===== src/rtl/dma_cmd_sched.sv =====
// dma_cmd_sched: round-robin scheduler for DMA commands.
// Each grant becomes four config writes, a done wait and a status.
module dma_cmd_sched #(
  parameter int          NREQ      = 4,
  parameter logic [31:0] BASE_ADDR = 32'h0000_0000,
  parameter logic [3:0]  AXI_ID    = 4'h0
) (
  input  logic               clk,
  input  logic               rst,
  input  logic [NREQ*96-1:0] req_msg,
  input  logic [NREQ-1:0]    req_val,
  output logic [NREQ-1:0]    req_rdy,
  output logic [1:0]         rsp_msg,
  output logic [NREQ-1:0]    rsp_val,
  input  logic [NREQ-1:0]    rsp_rdy,
  output logic [43:0]        cfg_aw_msg,
  output logic               cfg_aw_val,
  input  logic               cfg_aw_rdy,
  output logic [72:0]        cfg_w_msg,
  output logic               cfg_w_val,
  input  logic               cfg_w_rdy,
  input  logic [5:0]         cfg_b_msg,
  input  logic               cfg_b_val,
  output logic               cfg_b_rdy,
  input  logic               done_msg,
  input  logic               done_val,
  output logic               done_rdy,
  output logic               busy,
  output logic [2:0]         owner
);

  typedef enum logic [2:0] {
    IDLE, GRANT, CFG, WAIT_B, WAIT_DONE, RSP
  } state_t;

  state_t          state_q, state_d;
  logic [2:0]      rr_ptr_q, rr_ptr_d;
  logic [1:0]      reg_idx_q, reg_idx_d;
  logic [31:0]     src_q, src_d;
  logic [31:0]     dst_q, dst_d;
  logic [31:0]     len_q, len_d;
  logic [NREQ-1:0] req_rdy_q, req_rdy_d;
  logic [NREQ-1:0] rsp_val_q, rsp_val_d;
  logic [1:0]      rsp_msg_q, rsp_msg_d;
  logic [43:0]     aw_msg_q, aw_msg_d;
  logic            aw_val_q, aw_val_d;
  logic [72:0]     w_msg_q, w_msg_d;
  logic            w_val_q, w_val_d;
  logic            b_rdy_q, b_rdy_d;
  logic            done_rdy_q, done_rdy_d;
  logic            busy_q, busy_d;
  logic [2:0]      owner_q, owner_d;

  logic [2*NREQ-1:0] dbl;
  logic [2:0]        winner;
  logic              found;
  int                win_idx;
  logic [95:0]       sel_msg;
  logic              aw_ok, w_ok;
  logic              b_id_unused;

  // The B id is not checked; only resp matters.
  assign b_id_unused = ^cfg_b_msg[5:2];

  function automatic logic [NREQ-1:0] onehot(input logic [2:0] i);
    return {{(NREQ-1){1'b0}}, 1'b1} << i;
  endfunction

  function automatic logic [43:0] aw_word(input logic [1:0] idx);
    return {AXI_ID, BASE_ADDR + {27'd0, idx, 3'd0}, 8'd0};
  endfunction

  function automatic logic [72:0] w_word(
    input logic [1:0]  idx,
    input logic [31:0] s,
    input logic [31:0] d,
    input logic [31:0] l
  );
    logic [31:0] v;
    case (idx)
      2'd0:    v = s;
      2'd1:    v = d;
      2'd2:    v = l;
      default: v = 32'd1;
    endcase
    return {32'd0, v, 8'hFF, 1'b1};
  endfunction

  // Arbiter: first requester at or after rr_ptr, with wrap.
  always_comb begin
    dbl     = {req_val, req_val} >> rr_ptr_q;
    found   = 1'b0;
    win_idx = 0;
    for (int j = NREQ - 1; j >= 0; j--) begin
      if (dbl[j]) begin
        found   = 1'b1;
        win_idx = int'(rr_ptr_q) + j;
      end
    end
    if (win_idx >= NREQ) win_idx = win_idx - NREQ;
    winner = 3'(win_idx);
  end

  // Command fields of the requester being granted.
  always_comb begin
    sel_msg = '0;
    for (int i = 0; i < NREQ; i++) begin
      if (owner_q == 3'(i)) sel_msg = req_msg[i*96 +: 96];
    end
  end

  // Next-state and next-output logic.
  always_comb begin
    state_d    = state_q;
    rr_ptr_d   = rr_ptr_q;
    reg_idx_d  = reg_idx_q;
    src_d      = src_q;
    dst_d      = dst_q;
    len_d      = len_q;
    req_rdy_d  = req_rdy_q;
    rsp_val_d  = rsp_val_q;
    rsp_msg_d  = rsp_msg_q;
    aw_msg_d   = aw_msg_q;
    aw_val_d   = aw_val_q;
    w_msg_d    = w_msg_q;
    w_val_d    = w_val_q;
    b_rdy_d    = b_rdy_q;
    done_rdy_d = done_rdy_q;
    owner_d    = owner_q;
    aw_ok      = !aw_val_q || cfg_aw_rdy;
    w_ok       = !w_val_q || cfg_w_rdy;
    unique case (state_q)
      IDLE: begin
        if (found) begin
          state_d   = GRANT;
          owner_d   = winner;
          req_rdy_d = onehot(winner);
        end
      end
      GRANT: begin
        req_rdy_d = '0;
        src_d     = sel_msg[31:0];
        dst_d     = sel_msg[63:32];
        len_d     = sel_msg[95:64];
        reg_idx_d = 2'd0;
        if (sel_msg[95:64] == 32'd0) begin
          state_d   = RSP;
          rsp_val_d = onehot(owner_q);
          rsp_msg_d = 2'b10;
        end else begin
          state_d  = CFG;
          aw_val_d = 1'b1;
          w_val_d  = 1'b1;
          aw_msg_d = aw_word(2'd0);
          w_msg_d  = w_word(2'd0, sel_msg[31:0],
                            sel_msg[63:32], sel_msg[95:64]);
        end
      end
      CFG: begin
        if (cfg_aw_rdy) aw_val_d = 1'b0;
        if (cfg_w_rdy) w_val_d = 1'b0;
        if (aw_ok && w_ok) begin
          state_d = WAIT_B;
          b_rdy_d = 1'b1;
        end
      end
      WAIT_B: begin
        if (cfg_b_val && b_rdy_q) begin
          b_rdy_d = 1'b0;
          if (cfg_b_msg[1:0] != 2'b00) begin
            state_d   = RSP;
            rsp_val_d = onehot(owner_q);
            rsp_msg_d = 2'b11;
          end else if (reg_idx_q != 2'd3) begin
            state_d   = CFG;
            reg_idx_d = reg_idx_q + 2'd1;
            aw_val_d  = 1'b1;
            w_val_d   = 1'b1;
            aw_msg_d  = aw_word(reg_idx_q + 2'd1);
            w_msg_d   = w_word(reg_idx_q + 2'd1,
                               src_q, dst_q, len_q);
          end else begin
            state_d    = WAIT_DONE;
            done_rdy_d = 1'b1;
          end
        end
      end
      WAIT_DONE: begin
        if (done_val && done_rdy_q) begin
          done_rdy_d = 1'b0;
          state_d    = RSP;
          rsp_val_d  = onehot(owner_q);
          rsp_msg_d  = done_msg ? 2'b00 : 2'b01;
        end
      end
      RSP: begin
        if (|(rsp_val_q & rsp_rdy)) begin
          rsp_val_d = '0;
          state_d   = IDLE;
          rr_ptr_d  = (int'(owner_q) == NREQ - 1) ?
                      3'd0 : owner_q + 3'd1;
        end
      end
      default: state_d = IDLE;
    endcase
    busy_d = (state_d != IDLE);
  end

  // State and registered outputs.
  always_ff @(posedge clk) begin
    if (rst) begin
      state_q    <= IDLE;
      rr_ptr_q   <= 3'd0;
      reg_idx_q  <= 2'd0;
      src_q      <= '0;
      dst_q      <= '0;
      len_q      <= '0;
      req_rdy_q  <= '0;
      rsp_val_q  <= '0;
      rsp_msg_q  <= 2'b00;
      aw_msg_q   <= '0;
      aw_val_q   <= 1'b0;
      w_msg_q    <= '0;
      w_val_q    <= 1'b0;
      b_rdy_q    <= 1'b0;
      done_rdy_q <= 1'b0;
      busy_q     <= 1'b0;
      owner_q    <= 3'd0;
    end else begin
      state_q    <= state_d;
      rr_ptr_q   <= rr_ptr_d;
      reg_idx_q  <= reg_idx_d;
      src_q      <= src_d;
      dst_q      <= dst_d;
      len_q      <= len_d;
      req_rdy_q  <= req_rdy_d;
      rsp_val_q  <= rsp_val_d;
      rsp_msg_q  <= rsp_msg_d;
      aw_msg_q   <= aw_msg_d;
      aw_val_q   <= aw_val_d;
      w_msg_q    <= w_msg_d;
      w_val_q    <= w_val_d;
      b_rdy_q    <= b_rdy_d;
      done_rdy_q <= done_rdy_d;
      busy_q     <= busy_d;
      owner_q    <= owner_d;
    end
  end

  assign req_rdy    = req_rdy_q;
  assign rsp_val    = rsp_val_q;
  assign rsp_msg    = rsp_msg_q;
  assign cfg_aw_msg = aw_msg_q;
  assign cfg_aw_val = aw_val_q;
  assign cfg_w_msg  = w_msg_q;
  assign cfg_w_val  = w_val_q;
  assign cfg_b_rdy  = b_rdy_q;
  assign done_rdy   = done_rdy_q;
  assign busy       = busy_q;
  assign owner      = owner_q;

endmodule

===== config.mk =====
export PLATFORM = sky130hd
export DESIGN_NAME = dma_cmd_sched
export DESIGN_NICKNAME = d
export VERILOG_FILES = /design/src/rtl/dma_cmd_sched.sv
export SDC_FILE = /design/constraint.sdc
export NUM_CORES = 1
export LEC_CHECK = 0
export BUFFER_PORTS_ARGS = -buffer_cell sky130_fd_sc_hd__buf_2
export CORE_AREA = 2 2 212 214
export CTS_CLUSTER_SIZE = 24
export DETAILED_ROUTE_END_ITERATION = 7
export DIE_AREA = 0 0 214 216
export HOLD_SLACK_MARGIN = 0.12
export PLACE_DENSITY = 0.48
export REMOVE_ABC_BUFFERS = 1
export SETUP_SLACK_MARGIN = 0.02
export SYNTH_ARGS = -nofsm -noshare
export SYNTH_HDL_FRONTEND = slang
export SYNTH_SLANG_ARGS = --single-unit

===== constraint.sdc =====
create_clock -name clk -period 9.18 [get_ports clk]
set_input_delay 0.918 -clock clk [delete_from_list [all_inputs] [get_ports clk]]
set_output_delay 0.918 -clock clk [all_outputs]
set_load 0.05 [all_outputs]

### After elaboration in Yosys (flattened, before gate mapping)

Cells that the tools add are included.

* bits in registers: 239
* input bits: 405
* logic and storage cells: 153

* add/sub/neg operators: 6
* order comparisons: 1
* equality and inequality tests: 25
* shift-type cells: 3
* multiplexer cells: 68
* bitwise operators: 1
* reduce and logical (&&, ||, !) cells: 32

Operators by type and width (number)
* $mux W96: 4
* $mux W73: 4
* $mux W44: 4
* $pmux W73 S2: 1
* $mux W32: 3
* $pmux W32 S3: 1
* $pmux W44 S2: 1
* $ge A32 B4 Y1 const B: 1
* $logic_not A32 Y1: 1
* $mux W3: 10
* $mux W4: 7
* $ne A2 B2 Y1 const B: 14
* $pmux W3 S6: 1
* $reduce_and A6 Y1: 3
* $mux W1: 17
* $pmux W4 S4: 1
* $reduce_and A5 Y1: 3
* $mux W2: 7
* $eq A3 B2 Y1 const B: 4
* $reduce_bool A2 Y1: 5
* $eq A3 B3 Y1 const B: 3
* $reduce_bool A3 Y1: 3
* $add A3 B2 Y4 const B: 2
* $pmux W4 S2: 1
* 24 further kinds: 35

### Logic depth before layout (Yosys ltp)

* depth in word-level cells: 10
* mapped depth: 15
* mapped depth without buffers: 10

### Worst setup path before layout

No wires, ideal clock.

* kind: register -> register
* start: register owner_q[0], in the netlist owner[0]
* end: register w_msg_q[31], in the netlist cfg_w_msg[31]
* setup time: 61 ps
* data arrival time: 3371 ps
* path slack: 5749 ps
* stages on the path, launching flop included: 14
* buffers on the path: 3
* cells stage by stage: dfxtp_1 -> inv_1 -> ha_1 -> nor2b_1 -> buf_2 -> a221oi_1 -> o21ai_1 -> or4_4 -> nor4_4 -> a31o_2 -> and2b_1 -> buf_4 -> buf_6 -> a221o_1

* word-level cells in the longest chain between the ends: 8

RTL lines
* start: declaration: RTL line 52 `logic [2:0] owner_q, owner_d;`
* start signal: assignment: RTL line 246 `owner_q <= owner_d;`
* $logic_not A3 Y1: RTL line 108 `if (owner_q == 3'(i)) sel_msg = req_msg[i*96 +: 96];`
* $mux W96 (3 in a row): RTL line 108
* $mux W96 *: RTL line 108
* $logic_not A32 Y1: RTL line 146 `if (sel_msg[95:64] == 32'd0) begin`
* $ne A2 B2 Y1 (no line)
* $reduce_and A5 Y1 (no line)
* end signal: assignment: RTL line 241 `w_msg_q <= w_msg_d;`
* end: declaration: RTL line 47 `logic [72:0] w_msg_q, w_msg_d;`

Mark *: on every way between the ends. The rest lies on a longest branch, timed or not. The select of a mux whose other input is x is not followed.
A chain may end at the register's enable or synchronous reset.

### Worst setup path in the final report

* start: register owner_q[0], in the netlist owner[0]
* end: register w_msg_q[11], in the netlist cfg_w_msg[11]

Same word-level chain as after synthesis.

==> run summary <==
Hold Fails Final Rpt -> 0
setup TNS -> 0 ns
largest area contributor in the netlist -> dfxtp_1
vias in the first global route -> 11100
top post-synthesis cells by count -> nor2_1 (168), dfxtp_1 (157), nand2_1 (138)
CTS root buf -> clkbuf_16
Max H-tree Level -> 4
post-DR wirelength/cell -> 19.8 um
fin. max-slew vios -> 0
DR vias -> 11200
Initial DRT Pass Iterations -> 5
endpoints failing setup -> 0
Hold Path End -> src_q[21]
CP endpoint kind -> flop
Post-synth ARST share -> 0
WS Path Type -> flop to flop
RSZ-0062 raised after global routing -> false
number of synthesized flops with an enable pin -> 0
YS warnings -> 0
Synth Flop Type -> dfxtp_1
Hold Crit Class -> flop to flop
Detailed Place HPWL -> 31900 um
fillers -> 4808
CTS tree -> yes
post-route ant nets -> 0
Cell variety after synth -> 62
fraction of final layout cells with drive strength greater than 1 -> 0.323
crit path launch type -> flop
I/O pin total -> 540
Power Density -> 203 nW/um^2
most frequent cell after synthesis -> nor2_1
# Post-CTS Setup Buffers -> 0
VDD IR max -> 0.0000973 V
first-pass GRT wire length -> 66400 um
maxcap violations -> 0
Global Route Usage Sum -> 0.187
Mapped Cells -> 1277
Final Critical Period -> 5.23 ns
Via-to-Cell Ratio -> 4.98
Synth Cell Area -> 9850 sq um
worst hold start -> src_q[21]
CP required -> 9.56 ns
area grow syn2layout -> 31.4%
die area -> 46200 sq um
flop2flop setup slack -> 3.95 ns
DRC -> 0
Worst R2R Path Depth -> 12
routed wire length -> 44700 um
clk slew on worst S/H paths -> 0.07 ns
# rows -> 77
die height -> 216 um
effective utilization at floorplan -> 0.225
Worst-Skew Late Latency -> 0.44 ns
status -> finished, final reports clean
RD Place Congestion -> 0.885
WP data arrival -> 5.62 ns
Pwr Total -> 2.63 mW
RR Endpoint -> cfg_w_msg[11]
CTS Buf Count -> 17
Die X -> 214 um
top cell type's share of synthesized area -> 0.319
hold buffer count at cts -> 0
grt total ovfl -> 0
core area -> 43800 sq um
PortBufs -> 461
worst setup path startpoint -> owner[0]
Nets -> 2065
top cells by area, synth -> dfxtp_1 (32%), nor2_1 (6.4%), buf_4 (6.3%), o21ai_0 (5.7%), a221oi_1 (5.7%)
Max Clock Freq -> 191 MHz
crit share post-route -> 0.570
Critical Path Fanout Max -> 32
Static Leak -> 5.47 nW
initial DRC count -> 780
r2r startpoint -> owner[0]
register bit total from synthesis -> 157
number of antenna violations at the first check in global routing -> 5
clock buffer depth -> 2
synthesized area per cell -> 7.71 sq um
CTS sink count -> 157
CTS resizes -> 0
sequential-to-total area share from yosys stat -> 0.319
Min-Delay Path Depth -> 2
Worst Clk Skew -> 0.00960 ns
Slew headroom -> 0.265
pin count of the biggest net entering global routing -> 77
worst-margin pin slew -> 1.09 ns
[per-layer routing]
layer / wire length [um] / up-vias / global-route usage
met2: 21500 / 477 / 0.322
met3: 3030 / 60 / 0.0450
li1: - / 5366 / -
met1: 19100 / 5322 / 0.230
met4: 958 / 4 / 0.0559
met5: 23 / - / 0
[power by group]
| part | total (mW) | internal (mW) | leakage [nW] | switching, mW |
|---|---|---|---|---|
| Sequential | 0.846 | 0.784 | 1.28 | 0.0619 |
| Clock | 0.764 | 0.467 | 0.306 | 0.297 |
| Combinational | 1.02 | 0.340 | 3.88 | 0.680 |
| Total | 2.63 | 1.59 | 5.47 | 1.04 |
[cell usage in the layout (no fill, tap or decap), drive strengths merged, types with 22 or more instances in the layout]
cell / count
a211oi: 22
a21oi: 76
a221o: 53
a221oi: 64
a222oi: 31
buf: 481
conb: 74
dfxtp: 157
nand2: 138
nand2b: 32
nor2: 168
o21ai: 116
o311ai: 32
[worst max-delay path, cell delays in order (launching register included)]
cell	delay, ns
dfxtp_1	0.37
inv_1	0.10
ha_2	0.41
buf_4	0.48
inv_1	0.32
buf_4	0.30
o21ai_0	0.18
a2bb2oi_1	0.40
nand4_1	0.17
nor4_2	0.91
a31o_2	0.39
and2b_2	0.80
a221o_1	0.28
[worst max-delay path by stage]
stage / to / depth (start not counted) / slack (ns)
final: cfg_w_msg[11] / 12 / 3.95
after global routing: cfg_w_msg[18] / 12 / 3.59
after CTS: cfg_w_msg[14] / 12 / 3.85
after detailed placement: cfg_w_msg[14] / 12 / 3.86
after global placement: cfg_w_msg[18] / 12 / 3.99
after floorplan: cfg_w_msg[32] / 8 / 0.96
[through the flow]
stage | instance area [sq um] | std cells | utilization | setup WS, ns | hold WS, ns
2_1_floorplan | 9020 | 1147 | - | 0.956 | 0.430
3_3_place_gp | 12300 | 2220 | 0.281 | 3.99 | 0.439
3_5_place_dp | 12300 | 2220 | 0.281 | 3.86 | 0.447
4_1_cts | 12900 | 2250 | 0.295 | 3.85 | 0.457
5_1_grt | 12900 | 2252 | 0.295 | 3.59 | 0.477
6_report | 12900 | 2253 | 0.295 | 3.95 | 0.453
[final cells by class]
type                            count  area (sq um)  share of cell area
Clock inverter                     10           165              0.0128
Sequential cell                   157          3140               0.243
Inverter                           14          52.6             0.00406
Antenna cell                        3          7.51            0.000580
Multi-Input combinational cell    976          5910               0.457
Timing Repair Buffer              481          2460               0.190
Clock buffer                       20           457              0.0353
Tap cell                          592           741              0.0572
[registers in the layout, summed over array words and instances, names as in the netlist, 2 cells and up]
name	flops
cfg_aw_msg	2
cfg_w_msg	33
dst_q	32
len_q	32
owner	3
reg_idx_q	2
req_rdy	4
rr_ptr_q	3
rsp_msg	2
rsp_val	4
src_q	32
state_q	3
[cell families (layout without fill, tap and decap cells)]
group / after synthesis / in the layout / share of synthesized area
buffers and inverters: 217 / 525 / 0.117
DFF: 157 / 157 / 0.319
xor gates and xnor gates: 2 / 2 / 0.00178
adders and majority gates: 13 / 13 / 0.0165
and+or+nand+nor: 412 / 412 / 0.189
AOI/OAI and AO/OA: 457 / 457 / 0.336
muxes: 18 / 18 / 0.0197
other: 1 / 77 / 0.000381
No activity file was read; power rests on OpenSTA's default activity.
